### src/rtl/adder_ctrl_pkg.sv
`default_nettype none
// +------------------------------------------------------------------+
// | adder_ctrl_pkg : shared types and helpers for the nibble adder   |
// | Rev 1.0                                                          |
// +------------------------------------------------------------------+
package adder_ctrl_pkg;

  localparam int unsigned NIBBLE_W = 4;

  typedef enum logic [1:0] {
    ST_IDLE = 2'd0,
    ST_RUN  = 2'd1,
    ST_DONE = 2'd2
  } state_e;

  function automatic int unsigned nib_count(input int unsigned width);
    return width / NIBBLE_W;
  endfunction

endpackage
`default_nettype wire

### src/rtl/adder4_cin.sv
`default_nettype none
// +------------------------------------------------------------------+
// | adder4_cin : 4-bit ripple adder with carry-in                    |
// | Rev 1.0                                                          |
// +------------------------------------------------------------------+
module adder4_cin (
  input  logic [3:0] A,
  input  logic [3:0] B,
  input  logic       Cin,
  output logic [3:0] Sum,
  output logic       Cout
);

  assign {Cout, Sum} = {1'b0, A} + {1'b0, B} + {4'b0000, Cin};

endmodule
`default_nettype wire

### src/rtl/nibble_serial_adder_ctrl.sv
`default_nettype none
// +------------------------------------------------------------------+
// | nibble_serial_adder_ctrl : WIDTH-bit add over one 4-bit adder,   |
// | LS nibble first, carry held between steps. Rev 1.0               |
// +------------------------------------------------------------------+
module nibble_serial_adder_ctrl
  import adder_ctrl_pkg::*;
#(
  parameter int unsigned WIDTH = 16
) (
  input  logic             clk,
  input  logic             rst,
  input  logic             start,
  input  logic [WIDTH-1:0] a,
  input  logic [WIDTH-1:0] b,
  output logic             ready,
  output logic             busy,
  output logic             done,
  output logic [WIDTH-1:0] sum,
  output logic             cout
);

  localparam int unsigned      NIB      = nib_count(WIDTH);
  localparam int unsigned      IDX_W    = (NIB > 1) ? $clog2(NIB) : 1;
  localparam logic [IDX_W-1:0] LAST_IDX = IDX_W'(NIB - 1);

  state_e           state_q, state_d;
  logic [IDX_W-1:0] idx_q, idx_d;
  logic             carry_q, carry_d;
  logic [WIDTH-1:0] a_q, a_d;
  logic [WIDTH-1:0] b_q, b_d;
  logic [WIDTH-1:0] acc_q, acc_d;
  logic [WIDTH-1:0] sum_q, sum_d;
  logic             cout_q, cout_d;

  logic [NIBBLE_W-1:0] w_nib_a, w_nib_b, w_nib_sum;
  logic                w_nib_cout;

  assign w_nib_a = a_q[idx_q*NIBBLE_W +: NIBBLE_W];
  assign w_nib_b = b_q[idx_q*NIBBLE_W +: NIBBLE_W];

  adder4_cin u_adder4 (
    .A    (w_nib_a),
    .B    (w_nib_b),
    .Cin  (carry_q),
    .Sum  (w_nib_sum),
    .Cout (w_nib_cout)
  );

  always_comb begin
    state_d = state_q;
    idx_d   = idx_q;
    carry_d = carry_q;
    a_d     = a_q;
    b_d     = b_q;
    acc_d   = acc_q;
    sum_d   = sum_q;
    cout_d  = cout_q;
    unique case (state_q)
      ST_IDLE: begin
        if (start) begin
          a_d     = a;
          b_d     = b;
          carry_d = 1'b0;
          idx_d   = '0;
          acc_d   = '0;
          state_d = ST_RUN;
        end
      end
      ST_RUN: begin
        acc_d[idx_q*NIBBLE_W +: NIBBLE_W] = w_nib_sum;
        carry_d = w_nib_cout;
        idx_d   = idx_q + IDX_W'(1);
        // Publish on the last step so the final nibble lands in sum directly.
        if (idx_q == LAST_IDX) begin
          sum_d   = acc_d;
          cout_d  = w_nib_cout;
          idx_d   = '0;
          state_d = ST_DONE;
        end
      end
      ST_DONE: state_d = ST_IDLE;
      default: state_d = ST_IDLE;
    endcase
  end

  always_ff @(posedge clk) begin
    if (rst) begin
      state_q <= ST_IDLE;
      idx_q   <= '0;
      carry_q <= 1'b0;
      a_q     <= '0;
      b_q     <= '0;
      acc_q   <= '0;
      sum_q   <= '0;
      cout_q  <= 1'b0;
    end else begin
      state_q <= state_d;
      idx_q   <= idx_d;
      carry_q <= carry_d;
      a_q     <= a_d;
      b_q     <= b_d;
      acc_q   <= acc_d;
      sum_q   <= sum_d;
      cout_q  <= cout_d;
    end
  end

  assign ready = (state_q == ST_IDLE);
  assign busy  = (state_q == ST_RUN);
  assign done  = (state_q == ST_DONE);
  assign sum   = sum_q;
  assign cout  = cout_q;

endmodule
`default_nettype wire

### config.mk
export PLATFORM = sky130hd
export DESIGN_NAME = nibble_serial_adder_ctrl
export DESIGN_NICKNAME = d
export VERILOG_FILES = /design/src/rtl/adder_ctrl_pkg.sv /design/src/rtl/adder4_cin.sv /design/src/rtl/nibble_serial_adder_ctrl.sv
export SDC_FILE = /design/constraint.sdc
export NUM_CORES = 1
export LEC_CHECK = 0
export ABC_AREA = 0
export CORE_AREA = 10 10 108 81
export CTS_CLUSTER_DIAMETER = 200
export CTS_CLUSTER_SIZE = 14
export DETAILED_ROUTE_END_ITERATION = 7
export DIE_AREA = 0 0 118 91
export DONT_BUFFER_PORTS = 1
export PLACE_DENSITY = 0.64
export SLEW_MARGIN = 30
export SYNTH_ARGS = -nofsm -noshare
export SYNTH_HDL_FRONTEND = slang
export SYNTH_SLANG_ARGS = --single-unit
### constraint.sdc
create_clock -name clk -period 6.65 [get_ports clk]
set_clock_uncertainty 0.2 [all_clocks]
set_input_delay 0.665 -clock clk [delete_from_list [all_inputs] [get_ports clk]]
set_output_delay 0.665 -clock clk [all_outputs]
set_load 0.01 [all_outputs]
==> flow_summary.json <==
{
  "worst-path-stages": 7,
  "layout.nets": 413,
  "stdcell_area_um2": 3490,
  "die_y_um": 91,
  "syn_area_per_cell_um2": 8.56,
  "finalCriticalPeriod_ns": 3.50,
  "holdBufCountCts": 0,
  "ys_types": 39,
  "n_antenna_cell": 0,
  "yosysWarnings": 0,
  "wl_met3_um": 648,
  "drive_gt1_share_pct": 9.14,
  "grt_max_degree": 71,
  "syn-num-nets": 425,
  "max-slew-margin-rel_pct": 40.2,
  "drtIter0Drc": 242,
  "setup_violations": 0,
  "p_leak_nw": 1.22,
  "htree_levels": 3,
  "yosysSeqAreaShare_pct": 43.2,
  "antenna_found_initial": 0,
  "routed_wl_um": 7920,
  "gp_congestion": 0.828,
  "cts-resized-gates": 0,
  "wl_met1_um": 3820,
  "grt_overflow": 0,
  "num_rows": 25,
  "cts_buffer_depth": 2,
  "grt_pass1_wl_um": 13300,
  "synth_edf_count": 0,
  "syn_area_um2": 3240,
  "tns_ns": 0,
  "synth_most_common_cell": "nand2_1",
  "post_dp_cell_area_um2": 3250,
  "fmax_ghz": 0.286,
  "tightest_slew_ns": 0.896,
  "rr_worst_depth": 7,
  "synthTopCellsByCount": "nand2_1, dfxtp_1, a21oi_1, nor2_1, a211oi_1",
  "hold_class": "in2reg",
  "power_density_nw_per_um2": 275,
  "rsz0062_at_grt": "false",
  "synth_seq_cells": 70,
  "syn2layout_area_growth_pct": 7.75,
  "setup_slack_ns": 3.15,
  "io_pins": 55,
  "ant_nets": 0,
  "initial_core_util_pct": 48.9,
  "cpMaxStageDelayCell": "dfxtp_1",
  "arrival_ns": 3.58,
  "fp.dieW_um": 118,
  "via_count": 2576,
  "synth.largest_area_cell": "dfxtp_1",
  "drcViolationCount": 0,
  "cp_common_cell": "fa_1",
  "clock-sinks": 70,
  "die_area_um2": 10700,
  "cts_tree": "done",
  "core_area_um2": 6630,
  "synthFlopType": "dfxtp_1",
  "maxSlewViolCount": 0,
  "clk_pin_slew_ns": 0.07,
  "cp.required_ns": 6.73,
  "avgRoutedWirePerCell_um": 17.0,
  "drt_pass1_iterations": 4,
  "cts_buffers": 9,
  "via_per_inst": 5.53,
  "netlist.area_leader.share_pct": 43.2,
  "ir_drop_uv": 151,
  "hold_viol_final": 0,
  "wl_met2_um": 3340,
  "top_layer_used": "met4",
  "io_buffers": 0,
  "postCtsSetupBuffers": 0,
  "grt_pass1_vias": 2581,
  "cpPeakStageDelay_ns": 0.91,
  "crit_fanout": 20,
  "dpl_worst_slack_ns": 3.16,
  "maxCapViolations": 0,
  "grt_usage_pct": 15.1,
  "clk_latency_ns": 0.35,
  "synthCells": 379,
  "path_cells": "mux4_2 > fa_1 > fa_1 > xor2_1 > and2_1 > nand2_1 > a21oi_1",
  "status": "finished clean",
  "crit_buf_inv": 0,
  "crit_path_start_kind": "register",
  "hpwlAfterDp_um": 5500,
  "cts_root_buffer": "clkbuf_8",
  "yosys-top-cells-area": "dfxtp_1, nand2_1, a21oi_1",
  "critPathTopFamily": "flip-flops",
  "holdPathStages": 1,
  "crit_type": "reg2reg",
  "post-route-period-util_pct": 52.6,
  "async_flop_share_pct": 0,
  "end_kind": "register"
}
-- power by group --
group	total, W	internal, W	leakage, nW	switching [W]
logic	0.0000901	0.0000356	0.530	0.0000545
clock network	0.000426	0.000270	0.124	0.000156
registers	0.000446	0.000433	0.569	0.0000127
-- logic make-up after synthesis --
kind of cell    share of synthesized area, %
xor+xnor                               0.270
simple gates                            21.3
fa+ha+maj                               4.71
buf+inv                                 4.94
compound gates                          20.0
flops                                   43.2
mux                                     5.56
-- placed cells by master (no fill, tap or decap), types with 4 or more instances in the layout --
master / synthesis / routed
nand2_1: 91 / 91
dfxtp_1: 70 / 70
a21oi_1: 58 / 58
nor2_1: 24 / 24
a211oi_1: 12 / 12
clkbuf_8: 0 / 11
nand3_1: 9 / 9
ha_1: 9 / 9
mux4_2: 8 / 8
o21ai_0: 8 / 8
nor3_1: 8 / 8
inv_1: 7 / 7
nor2b_1: 6 / 6
a2bb2oi_1: 4 / 4
o22ai_1: 4 / 4
a221oi_1: 4 / 4
o2bb2ai_1: 4 / 4
-- flip-flops by register name, indices dropped and copies added, names as in the netlist --
name     count
a_q         16
acc_q       16
state_q      2
carry_q      1
cout         1
idx_q        2
b_q         16
sum         16
-- worst paths after layout --
check | from | endpoint | slack, ns
worst max-delay path | idx_q[0]$_SDFFE_PP0P_ | acc_q[2]$_SDFFE_PP0P_ | 3.15
worst min-delay path | rst | b_q[11]$_SDFFE_PP0P_ | 0.18
worst max register to register | idx_q[0]$_SDFFE_PP0P_ | acc_q[2]$_SDFFE_PP0P_ | 3.15
worst min register to register | b_q[12]$_SDFFE_PP0P_ | b_q[12]$_SDFFE_PP0P_ | 0.25
-- metrics by stage --
| step | hold WS, ns | total power, W | util (%) | instances |
|---|---|---|---|---|
| 3_5_place_dp | 0.240 | 0.000545 | 48.9 | 450 |
| 6_report | 0.183 | 0.000962 | 52.7 | 466 |
| 5_1_grt | 0.160 | 0.00100 | 52.7 | 466 |
| 2_1_floorplan | 0.233 | 0.000533 | - | 379 |
| 3_3_place_gp | 0.237 | 0.000543 | 48.9 | 450 |
| 4_1_cts | 0.161 | 0.000972 | 52.7 | 466 |
-- final cells by class --
| class | instances | area (um^2) |
|---|---|---|
| tap | 94 | 118 |
| fill | 666 | 3140 |
| timing repair buffer | 2 | 15.0 |
| inverter | 8 | 30.0 |
| clock buffer | 13 | 159 |
| clock inverter | 3 | 90.1 |
| sequential | 70 | 1400 |
| multi-input combinational | 276 | 1680 |
-- per-layer routing --
metal | track usage [%] | up-vias
met3 | 6.12 | 9
met1 | 19.8 | 1209
met2 | 22.0 | 71
li1 | - | 1287
met4 | 5.34 | 0
met5 | 0 | -
Note: power is estimated with default switching activity, not from simulation.
